**src/rtl/instr_fetch.sv**
```systemverilog
// Instruction fetch front-end: fetch PC, single-outstanding imem read port, output FIFO to decode.
// Optional IF_MISALIGN_CHK_EN: a misaligned redirect emits one flagged NOP entry and stalls fetch.
module instr_fetch #(
    parameter logic [31:0] RESET_PC  = 32'h0000_0000,
    parameter int unsigned BUF_DEPTH = 2
) (
    input  logic        clk,
    input  logic        reset,
    input  logic        redirect_valid,
    input  logic [31:0] redirect_pc,
    output logic        imem_req_valid,
    input  logic        imem_req_ready,
    output logic [31:0] imem_req_addr,
    input  logic        imem_rsp_valid,
    input  logic [31:0] imem_rsp_data,
    output logic        inst_valid,
    input  logic        inst_ready,
    output logic [31:0] inst_data,
    output logic [31:0] inst_pc
`ifdef IF_MISALIGN_CHK_EN
    ,
    output logic        inst_misalign
`endif
);
    localparam int unsigned    PTR_W = (BUF_DEPTH > 1) ? $clog2(BUF_DEPTH) : 1;
    localparam logic [PTR_W:0] DEPTH = (PTR_W + 1)'(BUF_DEPTH);

    typedef enum logic [1:0] {S_IDLE, S_REQ, S_WAIT} state_t;

    state_t           state;
    logic [31:0]      fetch_pc;
    logic [31:0]      req_pc;
    logic             drop;
    logic             stalled;
    logic [31:0]      buf_data [BUF_DEPTH];
    logic [31:0]      buf_pc   [BUF_DEPTH];
    logic [PTR_W-1:0] rd_ptr;
    logic [PTR_W-1:0] wr_ptr;
    logic [PTR_W:0]   count;
    logic             redir;
    logic             req_fire;
    logic             push;
    logic             pop;

`ifdef IF_MISALIGN_CHK_EN
    logic stall;
    logic bad_redirect;
    logic buf_mis [BUF_DEPTH];

    assign stalled       = stall;
    assign bad_redirect  = redir && (redirect_pc[1:0] != 2'b00);
    assign inst_misalign = inst_valid ? buf_mis[rd_ptr] : 1'b0;
`else
    assign stalled = 1'b0;
`endif

    // Only one request is ever outstanding and REQ implies none is, so occupancy alone is the credit.
    assign redir          = redirect_valid && (state != S_IDLE);
    assign imem_req_valid = (state == S_REQ) && !stalled && (count < DEPTH);
    assign imem_req_addr  = fetch_pc;
    assign req_fire       = imem_req_valid && imem_req_ready;
    assign inst_valid     = (count != '0);
    assign push           = (state == S_WAIT) && imem_rsp_valid && !drop && !redir;
    assign pop            = inst_valid && inst_ready && !redir;
    assign inst_data      = inst_valid ? buf_data[rd_ptr] : '0;
    assign inst_pc        = inst_valid ? buf_pc[rd_ptr]   : '0;

    always_ff @(posedge clk) begin
        if (reset) begin
            state    <= S_IDLE;
            fetch_pc <= RESET_PC;
            req_pc   <= '0;
            drop     <= 1'b0;
            rd_ptr   <= '0;
            wr_ptr   <= '0;
            count    <= '0;
`ifdef IF_MISALIGN_CHK_EN
            stall    <= 1'b0;
`endif
        end else begin
            case (state)
                S_IDLE: state <= S_REQ;
                S_REQ: begin
                    if (req_fire) begin
                        req_pc   <= fetch_pc;
                        fetch_pc <= fetch_pc + 32'd4;
                        state    <= S_WAIT;
                    end
                end
                S_WAIT: begin
                    if (imem_rsp_valid) begin
                        drop  <= 1'b0;
                        state <= S_REQ;
                    end
                end
                default: state <= S_IDLE;
            endcase

            if (push) begin
                buf_data[wr_ptr] <= imem_rsp_data;
                buf_pc[wr_ptr]   <= req_pc;
`ifdef IF_MISALIGN_CHK_EN
                buf_mis[wr_ptr]  <= 1'b0;
`endif
                wr_ptr <= wr_ptr + 1'b1;
            end
            if (pop)
                rd_ptr <= rd_ptr + 1'b1;
            if (push && !pop)
                count <= count + 1'b1;
            else if (pop && !push)
                count <= count - 1'b1;

            // Redirect overrides the pointer/PC updates above; a request in flight (or accepted now) is dropped.
            if (redir) begin
                rd_ptr   <= '0;
                wr_ptr   <= '0;
                count    <= '0;
                fetch_pc <= redirect_pc & 32'hFFFF_FFFC;
                if (((state == S_WAIT) && !imem_rsp_valid) || req_fire)
                    drop <= 1'b1;
`ifdef IF_MISALIGN_CHK_EN
                stall <= 1'b0;
                if (bad_redirect) begin
                    buf_data[0] <= 32'h0000_0013;
                    buf_pc[0]   <= redirect_pc;
                    buf_mis[0]  <= 1'b1;
                    wr_ptr      <= PTR_W'(1);
                    count       <= (PTR_W + 1)'(1);
                    stall       <= 1'b1;
                end
`endif
            end
        end
    end
endmodule

```
**config.mk**
```make
export PLATFORM = sky130hd
export DESIGN_NAME = instr_fetch
export DESIGN_NICKNAME = d
export VERILOG_FILES = /design/src/rtl/instr_fetch.sv
export SDC_FILE = /design/constraint.sdc
export NUM_CORES = 1
export LEC_CHECK = 0
export BUFFER_PORTS_ARGS = -buffer_cell sky130_fd_sc_hd__buf_4
export CORE_MARGIN = 5
export CORE_UTILIZATION = 54
export CTS_CLUSTER_DIAMETER = 50
export CTS_CLUSTER_SIZE = 30
export DETAILED_ROUTE_END_ITERATION = 7
export PLACE_DENSITY = 0.79
export SLEW_MARGIN = 20
export SYNTH_ARGS = -nofsm -noshare
export SYNTH_HDL_FRONTEND = slang
export SYNTH_SLANG_ARGS = --single-unit
```
**constraint.sdc**
```tcl
create_clock -name clk -period 7.1 [get_ports clk]
set_input_delay 0.71 -clock clk [delete_from_list [all_inputs] [get_ports clk]]
set_output_delay 0.71 -clock clk [all_outputs]
set_load 0.005 [all_outputs]
```
==> out/metrics.cfg <==
[synth]
ys_ff_latch=192
synth-seq-area-share_pct=64.6
ys.flop_type=edfxtp_1
syn_inst=673
synth_edf_count=124
synthArstFlopShare_pct=0
yosys_warnings=0
synthDistinctLibCells=51
netlist_area_um2=7870
syn_area_per_cell_um2=11.7

[sta]
hold_violations=0
setup_slack_ps=4100
period_share_pct=42.2
fin_setup_tns_ps=0
max_freq_mhz=334
relSlewSlack_pct=25.2
rsz0062_at_grt=false
min_period_ps=3000
worst_pin_slew_ps=1120
skew_ps=8.44
slew_viol_final=0
finalSetupViolations=0

[global_routing]
track_usage_pct=21.2
grt_max_degree=64
grt_overflow=0
antenna_found_initial=0
grt_pass1_wl_um=28200
grt_pass1_vias=5725

[critical_path]
required_ps=7150
worst_ep_arrival_time_ps=3050
crit_start=state[1]$_SDFFE_PP0P_
r2r-start=state[1]$_SDFFE_PP0P_
startpoint_type=register
worstPathMaxFanout=40
critPathKind=register to register
endpoint_kind=register

[die]
start_util_pct=54.6
die_y_um=131
die_x_um=131
core_um2=14400
boundaryPins=168
rows=44
fp.dieArea_um2=17100

[placed_design]
placed_area_um2=9210
dp.cells=983
gp_congestion=0.805
port_buffers=161
place_ws_ps=3840
dp_hpwl_um=12100

[cts]
holdBufCountCts=0
cts_resized=0
post_cts_buffers=0
cts_buffers=17
htree_levels=4
clock_latency_ps=420
path_clk_slew_ps=70
clk_path_buf_depth=2
root_buffer=clkbuf_16
cts_tree=done
cts.sinks=192

[finish]
instances_no_fill=1015
antenna_cells=0
final_area_um2=9850
fillers=1080
final_nets=890
area_growth_pct=25.1
multi_input_area_um2=2610
seqCellArea_um2=5090
drive_gt1_share_pct=25.3

[routing]
drc=0
postRouteAntennaNets=0
vias=5776
finalWirelength_um=18300
dr.pass1.iters=6
first_iter_violations=436
wl_per_cell_um=18.0
vias_per_cell=5.69

[pwr]
leakage_uw=0.00353
power_density_nw_per_um2=244
ir_worst_vdd_mv=0.140

[min_path]
min-delay-start=req_pc[14]$_SDFFE_PP0P_
hp-class=register to register

[outcome]
status=completed

[flow_run]
cap_violations=0

[Yosys cell counts (all sizes together), types with 10 or more instances]
library cell,count,share of area (%)
a211oi,10,0.95
a21oi,40,2.5
buf,15,0.95
clkbuf,30,1.4
dfxtp,68,17
edfxtp,124,47
mux2i,62,7.9
nand2,81,3.9
nand3,18,1.1
nand4,11,0.95
nor2,88,4.2
nor3,11,0.70
o21ai,17,1.1
or4,11,1.1
[final timing paths]
check	to	slack (ps)	cells past startpoint
setup / recovery	buf_data[1][7]$_DFFE_PP_	4100	4
setup reg to reg	buf_data[1][7]$_DFFE_PP_	4100	4
hold / removal	buf_pc[0][14]$_DFFE_PP_	450	0
hold reg to reg	buf_pc[0][14]$_DFFE_PP_	450	0
[stage by stage]
stage	util (%)	power (uW)	hold WS [ps]
2_1_floorplan	-	1330	425
3_3_place_gp	63.9	1420	432
3_5_place_dp	63.9	1430	438
4_1_cts	68.3	2410	454
5_1_grt	68.3	2470	455
6_report	68.3	2400	455
[cell usage in the layout (no fill, tap or decap), types with 4 or more instances in the layout]
cell / instances
buf_4: 168
edfxtp_1: 124
nor2_1: 87
nand2_1: 81
dfxtp_1: 67
mux2i_1: 62
a21oi_1: 40
clkbuf_16: 19
nand3_1: 18
o21ai_0: 16
nor3_1: 11
nand4_1: 10
a211oi_1: 10
or4_1: 9
nor4_1: 8
xor2_1: 7
or3_1: 7
o211ai_1: 6
o31ai_1: 6
xnor2_1: 6
inv_1: 5
and3_1: 4
a31oi_1: 4
conb_1: 4
[metal layers]
layer  global-route usage (%)  vias up  routed length, um
met5                        0        -                  0
met4                     9.01        0                515
met3                     4.31       34               1390
met2                     36.4      241               8980
met1                     26.2     2749               7380
li1                         -     2752                  -
[cell families (layout without fill, tap and decap cells)]
logic type                 after synthesis  after routing  share of synthesized area (%)
and+or+nand+nor                        253            253                           15.2
xor gates and xnor gates                13             13                           1.45
other                                    1              4                         0.0476
DFF                                    192            192                           64.6
buffers and inverters                   50            205                           2.64
adders and majority gates                2              2                          0.318
muxes                                   62             62                           7.89
AOI/OAI and AO/OA                      100            100                           7.90
[state kept, by name, indices dropped and copies added, names as in the netlist, named ones only]
| name | count |
|---|---|
| count | 2 |
| wr_ptr | 1 |
| imem_req_addr | 30 |
| buf_data | 64 |
| buf_pc | 60 |
| rd_ptr | 1 |
| req_pc | 30 |
| drop | 1 |
| state | 2 |
[power breakdown]
group          total, uW  leakage [uW]  internal (uW)  switching (uW)
logic                168       0.00149           82.5            85.4
clock network        995      0.000309            594             401
registers           1240       0.00173           1200            33.7
[worst max-delay path, stage by stage (launching register included)]
cell      delay [ps]
dfxtp_1          480
nand2b_1         160
nor4b_1          700
and3_2           690
buf_4            580
[final cells by class]
class,instances,area share (%)
well taps,184,2.34
multi-input cells,434,26.5
inverters,5,0.191
clock inverters,9,1.17
repair buffers,168,12.8
flip-flops and latches,192,51.7
clock buffers,23,5.29
No activity file was read; power rests on OpenSTA's default activity.
